File: src/rtl/cp_if.sv
// Handshake and datapath-control bundle between the encoder sequencer,
// the column-parity controller and the column-parity datapath.
interface cp_if #(
    parameter int unsigned ADDR_W = 6
) ();
    logic              start;
    logic              busy;
    logic              done;
    logic              err;
    logic [ADDR_W-1:0] rd_addr;
    logic              mem_rd;
    logic [ADDR_W-1:0] wr_addr;
    logic              mem_wr;
    logic              rst1;
    logic              ld1;
    logic              shift;
    logic              rst2;
    logic              ld2;
    logic              rst3;
    logic              ld3;
    logic              id_rst;
    logic              inc_i;
    logic              dp_done;

    modport master (
        input  start, dp_done,
        output busy, done, err, rd_addr, mem_rd, wr_addr, mem_wr,
               rst1, ld1, shift, rst2, ld2, rst3, ld3, id_rst, inc_i
    );

    modport slave (
        output start, dp_done,
        input  busy, done, err, rd_addr, mem_rd, wr_addr, mem_wr,
               rst1, ld1, shift, rst2, ld2, rst3, ld3, id_rst, inc_i
    );
endinterface

File: src/rtl/cp_controller.sv
// Sequences the column-parity datapath over all slices of one state:
// primes prev-parity with the last slice, then load/parity/shift/write per slice.
module cp_controller #(
    parameter int unsigned NUM_SLICES = 64,
    parameter int unsigned ADDR_W     = 6
) (
    input  logic clk,
    input  logic rst,
    cp_if.master bus
);
    localparam int unsigned SC_W = 5;
    localparam logic [ADDR_W-1:0] LAST_K  = ADDR_W'(NUM_SLICES - 1);
    localparam logic [SC_W-1:0]   SC_LAST = SC_W'(24);

    typedef enum logic [3:0] {
        IDLE, INIT, PRIME_LD, PRIME_PAR, LOAD, PARITY, SHIFT, WRITE, FINISH
    } state_t;

    state_t            state_q, state_d;
    logic [ADDR_W-1:0] k_q, k_d;
    logic [SC_W-1:0]   sc_q, sc_d;
    logic              err_q, err_d;

    logic              busy_q, done_q, mem_rd_q, mem_wr_q;
    logic              rst1_q, ld1_q, shift_q, rst2_q, ld2_q, rst3_q, ld3_q;
    logic              id_rst_q, inc_i_q;
    logic [ADDR_W-1:0] rd_addr_q, wr_addr_q;

    logic              busy_d, done_d, mem_rd_d, mem_wr_d;
    logic              rst1_d, ld1_d, shift_d, rst2_d, ld2_d, rst3_d, ld3_d;
    logic              id_rst_d, inc_i_d;
    logic [ADDR_W-1:0] rd_addr_d, wr_addr_d;

    // Next state, then outputs decoded from the next state so the registered
    // outputs line up cycle-for-cycle with the state register.
    always_comb begin
        state_d   = state_q;
        k_d       = k_q;
        sc_d      = sc_q;
        err_d     = err_q;
        busy_d    = 1'b0;
        done_d    = 1'b0;
        mem_rd_d  = 1'b0;
        mem_wr_d  = 1'b0;
        rst1_d    = 1'b0;
        ld1_d     = 1'b0;
        shift_d   = 1'b0;
        rst2_d    = 1'b0;
        ld2_d     = 1'b0;
        rst3_d    = 1'b0;
        ld3_d     = 1'b0;
        id_rst_d  = 1'b0;
        inc_i_d   = 1'b0;
        rd_addr_d = '0;
        wr_addr_d = '0;

        unique case (state_q)
            IDLE:      if (bus.start) state_d = INIT;
            INIT: begin
                k_d     = '0;
                state_d = PRIME_LD;
            end
            PRIME_LD:  state_d = PRIME_PAR;
            PRIME_PAR: state_d = LOAD;
            LOAD:      state_d = PARITY;
            PARITY: begin
                sc_d    = '0;
                state_d = SHIFT;
            end
            SHIFT: begin
                if (sc_q == SC_LAST) state_d = WRITE;
                else                 sc_d    = SC_W'(sc_q + 1'b1);
            end
            WRITE: begin
                if (!bus.dp_done) err_d = 1'b1;
                if (k_q == LAST_K) begin
                    state_d = FINISH;
                end else begin
                    k_d     = ADDR_W'(k_q + 1'b1);
                    state_d = LOAD;
                end
            end
            FINISH:    state_d = IDLE;
            default:   state_d = IDLE;
        endcase

        busy_d = (state_d != IDLE);
        unique case (state_d)
            INIT: begin
                rst1_d   = 1'b1;
                rst2_d   = 1'b1;
                rst3_d   = 1'b1;
                id_rst_d = 1'b1;
            end
            PRIME_LD: begin
                rd_addr_d = LAST_K;
                mem_rd_d  = 1'b1;
                ld1_d     = 1'b1;
            end
            PRIME_PAR: ld2_d = 1'b1;
            LOAD: begin
                rd_addr_d = k_d;
                mem_rd_d  = 1'b1;
                ld1_d     = 1'b1;
                id_rst_d  = 1'b1;
            end
            PARITY: begin
                ld2_d = 1'b1;
                ld3_d = 1'b1;
            end
            SHIFT: begin
                shift_d = 1'b1;
                inc_i_d = 1'b1;
            end
            WRITE: begin
                wr_addr_d = k_d;
                mem_wr_d  = 1'b1;
            end
            FINISH:  done_d = 1'b1;
            default: ;
        endcase
    end

    // State and output registers; synchronous reset drops everything to idle.
    always_ff @(posedge clk) begin
        if (rst) begin
            state_q   <= IDLE;
            k_q       <= '0;
            sc_q      <= '0;
            err_q     <= 1'b0;
            busy_q    <= 1'b0;
            done_q    <= 1'b0;
            mem_rd_q  <= 1'b0;
            mem_wr_q  <= 1'b0;
            rst1_q    <= 1'b0;
            ld1_q     <= 1'b0;
            shift_q   <= 1'b0;
            rst2_q    <= 1'b0;
            ld2_q     <= 1'b0;
            rst3_q    <= 1'b0;
            ld3_q     <= 1'b0;
            id_rst_q  <= 1'b0;
            inc_i_q   <= 1'b0;
            rd_addr_q <= '0;
            wr_addr_q <= '0;
        end else begin
            state_q   <= state_d;
            k_q       <= k_d;
            sc_q      <= sc_d;
            err_q     <= err_d;
            busy_q    <= busy_d;
            done_q    <= done_d;
            mem_rd_q  <= mem_rd_d;
            mem_wr_q  <= mem_wr_d;
            rst1_q    <= rst1_d;
            ld1_q     <= ld1_d;
            shift_q   <= shift_d;
            rst2_q    <= rst2_d;
            ld2_q     <= ld2_d;
            rst3_q    <= rst3_d;
            ld3_q     <= ld3_d;
            id_rst_q  <= id_rst_d;
            inc_i_q   <= inc_i_d;
            rd_addr_q <= rd_addr_d;
            wr_addr_q <= wr_addr_d;
        end
    end

    assign bus.busy    = busy_q;
    assign bus.done    = done_q;
    assign bus.err     = err_q;
    assign bus.rd_addr = rd_addr_q;
    assign bus.mem_rd  = mem_rd_q;
    assign bus.wr_addr = wr_addr_q;
    assign bus.mem_wr  = mem_wr_q;
    assign bus.rst1    = rst1_q;
    assign bus.ld1     = ld1_q;
    assign bus.shift   = shift_q;
    assign bus.rst2    = rst2_q;
    assign bus.ld2     = ld2_q;
    assign bus.rst3    = rst3_q;
    assign bus.ld3     = ld3_q;
    assign bus.id_rst  = id_rst_q;
    assign bus.inc_i   = inc_i_q;
endmodule
File: src/flat_wrapper.sv
// flat-port wrapper written by rule: the top's interface ports become plain ports
module cp_controller_flat 
#(
    parameter int unsigned NUM_SLICES = 64,
    parameter int unsigned ADDR_W     = 6
)
  (clk, rst, bus_start, bus_dp_done, bus_busy, bus_done, bus_err, bus_rd_addr, bus_mem_rd, bus_wr_addr, bus_mem_wr, bus_rst1, bus_ld1, bus_shift, bus_rst2, bus_ld2, bus_rst3, bus_ld3, bus_id_rst, bus_inc_i);
  cp_if #(.ADDR_W(ADDR_W)) bus_i ();
  input  logic clk;
  input  logic rst;
  input wire logic [$bits(bus_i.start)-1:0] bus_start;
  input wire logic [$bits(bus_i.dp_done)-1:0] bus_dp_done;
  output wire logic [$bits(bus_i.busy)-1:0] bus_busy;
  output wire logic [$bits(bus_i.done)-1:0] bus_done;
  output wire logic [$bits(bus_i.err)-1:0] bus_err;
  output wire logic [$bits(bus_i.rd_addr)-1:0] bus_rd_addr;
  output wire logic [$bits(bus_i.mem_rd)-1:0] bus_mem_rd;
  output wire logic [$bits(bus_i.wr_addr)-1:0] bus_wr_addr;
  output wire logic [$bits(bus_i.mem_wr)-1:0] bus_mem_wr;
  output wire logic [$bits(bus_i.rst1)-1:0] bus_rst1;
  output wire logic [$bits(bus_i.ld1)-1:0] bus_ld1;
  output wire logic [$bits(bus_i.shift)-1:0] bus_shift;
  output wire logic [$bits(bus_i.rst2)-1:0] bus_rst2;
  output wire logic [$bits(bus_i.ld2)-1:0] bus_ld2;
  output wire logic [$bits(bus_i.rst3)-1:0] bus_rst3;
  output wire logic [$bits(bus_i.ld3)-1:0] bus_ld3;
  output wire logic [$bits(bus_i.id_rst)-1:0] bus_id_rst;
  output wire logic [$bits(bus_i.inc_i)-1:0] bus_inc_i;
  assign bus_i.start = bus_start;
  assign bus_i.dp_done = bus_dp_done;
  assign bus_busy = bus_i.busy;
  assign bus_done = bus_i.done;
  assign bus_err = bus_i.err;
  assign bus_rd_addr = bus_i.rd_addr;
  assign bus_mem_rd = bus_i.mem_rd;
  assign bus_wr_addr = bus_i.wr_addr;
  assign bus_mem_wr = bus_i.mem_wr;
  assign bus_rst1 = bus_i.rst1;
  assign bus_ld1 = bus_i.ld1;
  assign bus_shift = bus_i.shift;
  assign bus_rst2 = bus_i.rst2;
  assign bus_ld2 = bus_i.ld2;
  assign bus_rst3 = bus_i.rst3;
  assign bus_ld3 = bus_i.ld3;
  assign bus_id_rst = bus_i.id_rst;
  assign bus_inc_i = bus_i.inc_i;
  cp_controller #(.NUM_SLICES(NUM_SLICES), .ADDR_W(ADDR_W)) u_core (.clk(clk), .rst(rst), .bus(bus_i));
endmodule
File: config.mk
export PLATFORM = sky130hd
export DESIGN_NAME = cp_controller_flat
export DESIGN_NICKNAME = d
export VERILOG_FILES = /design/src/rtl/cp_if.sv /design/src/rtl/cp_controller.sv /design/src/flat_wrapper.sv
export SDC_FILE = /design/constraint.sdc
export NUM_CORES = 1
export LEC_CHECK = 0
export ABC_CLOCK_PERIOD_IN_PS = 3400
export BUFFER_PORTS_ARGS = -buffer_cell sky130_fd_sc_hd__buf_2
export CAP_MARGIN = 20
export CORE_MARGIN = 5
export CORE_UTILIZATION = 55
export CTS_CLUSTER_DIAMETER = 150
export CTS_CLUSTER_SIZE = 8
export DETAILED_ROUTE_END_ITERATION = 7
export PLACE_DENSITY = 0.79
export SLEW_MARGIN = 20
export SYNTH_ARGS = -nofsm -noshare
export SYNTH_HDL_FRONTEND = slang
export SYNTH_SLANG_ARGS = --single-unit
File: constraint.sdc
create_clock -name clk -period 3.4 [get_ports clk]
set_input_delay 0.85 -clock clk [delete_from_list [all_inputs] [get_ports clk]]
set_output_delay 0.85 -clock clk [all_outputs]
set_load 0.01 [all_outputs]
; ---- After elaboration in Yosys (flattened, before gate mapping)
; Index checks and enable logic that the tools add are counted.
[totals]
reg_bits = 37
in_bits = 4
out_inout_bits = 26
wordCells = 63
[op_classes]
reduce_logical = 9
n_bitwise = 2
add_sub_neg = 2
muxes = 17
eq_ne = 18
[op_table]
columns = cell, count
row1 = "4-bit by 3-bit equality test with 1-bit output, second input constant", 8
row2 = 4-bit one-hot mux with 8 select lines, 1
row3 = 6-bit one-hot mux with 2 select lines, 2
row4 = "4-bit by 2-bit equality test with 1-bit output, second input constant", 4
row5 = 4-bit 2-to-1 mux, 3
row6 = 5-bit one-hot mux with 2 select lines, 1
row7 = "4-bit by 1-bit equality test with 1-bit output, second input constant", 2
row8 = 1-bit 2-to-1 mux, 8
row9 = 2-bit OR reduction, 4
row10 = "6-bit by 1-bit adder with 6-bit output, second input constant", 1
row11 = "6-bit equality test, second input constant", 1
row12 = 6-bit 2-to-1 mux, 1
row13 = "5-bit by 1-bit adder with 5-bit output, second input constant", 1
row14 = "5-bit equality test, second input constant", 1
row15 = 5-bit 2-to-1 mux, 1
row16 = "4-bit equality test, second input constant", 1
row17 = 4-bit logical NOT, 1
row18 = 2-bit AND reduction, 2
row19 = 4-bit nonzero test, 1
row20 = "2-bit != test, second input constant", 1
row21 = 1-bit NOT, 2
row22 = 2-bit nonzero test, 1

; ---- Longest topological paths before layout
[logic_depth]
ltp_word = 6
ltp_mapped = 6
depth_no_buf = 6

; ---- Worst setup path before layout
; OpenSTA, ideal clock, no wires.
[synth_timing]
path_type = input to register
from = input rst
to = register u_core.rd_addr_q[0], in the netlist u_core.bus.rd_addr[0]
stages = 5
setup_slack_ns = 1.608
path_buffers = 1
t_required_ns = 3.330
arrival_time_ns = 1.722
setup_ns = 0.070
path_cell_list = clkbuf_1 > nor2_1 > nand2_1 > or3_1 > a21oi_1
[synth_rtl]
columns = element, line
row1 = start: declaration, flat_wrapper.sv:10  ; input logic rst;
row2 = end signal: assignment, cp_controller.sv:164  ; rd_addr_q <= rd_addr_d;
row3 = end: declaration, cp_controller.sv:27  ; logic [ADDR_W-1:0] rd_addr_q, wr_addr_q;

; ---- Worst setup path after layout
[layout_timing]
from = register u_core.state_q[1]
to = register u_core.rd_addr_q[3], in the netlist u_core.bus.rd_addr[3]
[layout_via]
elab_chain_len = 4
elab_cells_between_ends = 15
cone_classes = eq/ne: 9 / mux: 5 / reduce/logical: 1
[layout_lines]
columns = element, line
row1 = start: declaration, cp_controller.sv:19  ; state_t state_q, state_d;
row2 = start signal: assignment, cp_controller.sv:147  ; state_q <= state_d;
row3 = 4-bit by 3-bit equality test with 1-bit output (tied with other cells), cp_controller.sv:57  ; unique case (state_q)
row4 = 4-bit one-hot mux with 8 select lines, cp_controller.sv:57
row5 = 4-bit by 3-bit equality test with 1-bit output / 4-bit by 2-bit equality test with 1-bit output (equally long branches), cp_controller.sv:88  ; unique case (state_d)
row6 = 6-bit one-hot mux with 2 select lines (*), cp_controller.sv:88
; Mark *: on every way between the ends. The rest lies on a longest branch, timed or not.
; A chain may end at the register's enable or synchronous reset.

==> flow_summary_export.csv <==
group,metric,value,unit
floorplan,rows,19,
cells_and_area,fillers,231,
clocking,cts_buffers,5,
logic_synthesis,synth_edf_count,0,
routing,drc_errors,0,
routing,vias,1293,
clocking,clock_path_buffers,2,
setup_path,worstPathMaxFanout,24,
setup_path,crit_slowest_cell,"dfxtp_1",
cells_and_area,num_antenna_cells,0,
setup_path,crit_chain,"nand4b_1, o21ai_0, a2bb2oi_1, a21oi_1",
sta,finalWorstSetupSlack,1.40,ns
global_route,grt_pass1_wl,5460,um
sta,period_needed,2.00,ns
sta,finalHoldViolations,0,
cells_and_area,final_util,62.5,%
floorplan,die_area,3900,sq um
cells_and_area,syn2layout_area_growth,10.8,%
place,portBuffers,29,
routing,first_pass_iters,4,
clocking,hold_buffers,0,
global_route,grt_util_met1,20.1,%
sta,fmax,500,MHz
sta,setup_viol,0,
logic_synthesis,syn_area,1520,sq um
sta,rsz0062_at_grt,"false",
global_route,gr-max-usage-layer,"met2",
clocking,post_cts_buffers,0,
clocking,root_buffer,"clkbuf_4",
cells_and_area,multiInputGateArea,669,sq um
logic_synthesis,ys_types,45,
global_route,met3_usage,6.12,%
power_and_ir_drop,ir_drop,0.426,mV
setup_path,reg2reg_slack,1.40,ns
cells_and_area,design_area,1680,sq um
clocking,htreeDepth,2,
outcome,outcome,"finished, final reports clean",
setup_path,crit_required,3.62,ns
sta,whs,0.494,ns
place,hpwl,2270,um
routing,ant_nets,0,
routing,drt_iter0_markers,44,
sta,setup_tns,0,ns
logic_synthesis,synth.most_common_cell,"dfxtp_1",
floorplan,start_util,56.4,%
power_and_ir_drop,totalPowerFinal,0.752,mW
floorplan,ios,30,
logic_synthesis,yosysSeqAreaShare,48.9,%
global_route,antenna_found_initial,0,
floorplan,die_w,62.5,um
clocking,cts_resized,0,
logic_synthesis,synth_top_cell_area_share,48.9,%
logic_synthesis,synth_nets,173,
logic_synthesis,synth.avg_cell_area,9.13,sq um
sta,maxSlewViolCount,0,
logic_synthesis,ys_seq_elements,37,
logic_synthesis,ys_top_cells_by_count,"dfxtp_1 (37), nor2_1 (16), a21oi_1 (10), o21ai_0 (10), nor3_1 (9)",
hold_path,hold_class,"flip-flop to flip-flop",
clocking,cts_tree,"done",
cells_and_area,seq_area,741,sq um
job,cap_violations,0,
setup_path,start_kind,"flip-flop",
logic_synthesis,yosys_warnings,0,
cells_and_area,final_nets,196,
cells_and_area,layout.cells.non_filler,221,
logic_synthesis,async_reset_ff_share,0,%
floorplan,core-area,2690,sq um
global_route,grt_overflow,0,
power_and_ir_drop,powerDensity,448,nW/um^2
setup_path,worst-setup-path-type,"flip-flop to flip-flop",
logic_synthesis,synth_area_leaders,"dfxtp_1 (49%), nor2_1 (4.0%), a21oi_1 (3.3%)",
floorplan,die_h,62.5,um
setup_path,critPathMaxStageDelay,0.81,ns
sta,slew_headroom,51.4,%
clocking,insertion_delay,0.34,ns
place,dp_slack,1.31,ns
place,place_area,1620,sq um
place,placedCellCount,213,
routing,routed_via_density,5.85,
global_route,grt_use_met2,27.2,%
logic_synthesis,synthCells,166,
sta,fin_worst_skew,0.00898,ns
place,gp_congestion,0.846,
global_route,grt_pass1_vias,1234,
logic_synthesis,synth_top_cell_by_area,"dfxtp_1",
global_route,track_usage,16.9,%
sta,finalCritPeriodShare,58.8,%
global_route,grt_max_degree,25,
clocking,clock-sinks,37,
clocking,clk_pin_slew,0.11,ns
sta,worst_slew_pin_slew,0.728,ns
routing,wl_per_cell,14.2,um
setup_path,crit_path_end_kind,"flip-flop",
cells_and_area,drive_above_1_share,21.1,%
logic_synthesis,yosys_most_used_dff,"dfxtp_1",
routing,drt_wl_total,3130,um
power_and_ir_drop,leakagePower,0.709,nW
setup_path,crit_arrival,2.22,ns
[placed cells by master (no fill, tap or decap), types with 2 or more instances in the layout]
cell type	count
nor2_1	16
nor4_1	3
clkbuf_4	5
inv_1	8
mux2i_1	3
and3_1	2
a31oi_1	2
a21boi_0	3
nand4_1	3
or2_2	2
a41oi_1	3
and2_1	4
ha_1	3
a21oi_1	10
buf_2	29
nand2_1	5
o21ai_0	10
nor3_1	9
nand4b_1	2
a211oi_1	2
clkinv_2	2
nand2b_1	3
nand3_1	4
o32ai_1	2
dfxtp_1	37
[worst max-delay path, delay by kind of cell (launching register included)]
family / cells / cell delay [ns]
simple gates: 1 / 0.39
flops: 1 / 0.81
compound gates: 3 / 0.69
[logic make-up (layout without fill, tap and decap cells)]
logic type               after synthesis  in the layout  synth area share (%)
AO/OA/AOI/OAI                         39             39                  16.5
XOR/XNOR                               1              1                 0.578
adder cells (fa/ha/maj)                3              3                  2.48
buffers and inverters                 21             45                  6.94
flip-flops                            37             37                  48.9
multiplexers                           4              4                  2.73
AND/OR/NAND/NOR                       61             61                  21.9
[layout make-up]
cell class | count | area share (%)
Clock buffer | 5 | 2.24
Clock inverter | 3 | 1.04
Inverter | 8 | 1.79
Multi-Input combinational cell | 108 | 39.9
Sequential cell | 37 | 44.1
Tap cell | 31 | 2.31
Timing Repair Buffer | 29 | 8.64
[per-layer routing]
layer  vias to the layer above  part of all wire, %
met1                       606                   41
met2                        44                   50
met3                         4                  7.7
met5                         -                    0
li1                        639                    -
met4                         0                  1.1
[flip-flops by register name, summed over array words and instances, names as in the netlist, 4 cells and up]
register and count:
u_core.k_q 6, u_core.sc_q 5, u_core.bus.rd_addr 6, u_core.state_q 4, u_core.bus.wr_addr 6
[report_power, final]
group	leakage [nW]	internal, mW	switching [mW]
registers	0.300	0.446	0.0219
clock network	0.0310	0.0780	0.142
logic	0.379	0.0282	0.0364
[worst paths after layout]
kind	from	endpoint	cells past startpoint
min	u_core.bus.err	u_core.bus.err	2
max reg2reg	u_core.state_q[1]	u_core.bus.rd_addr[3]	4
min reg2reg	u_core.bus.err	u_core.bus.err	2
max	u_core.state_q[1]	u_core.bus.rd_addr[3]	4
No activity file was read; power rests on OpenSTA's default activity.
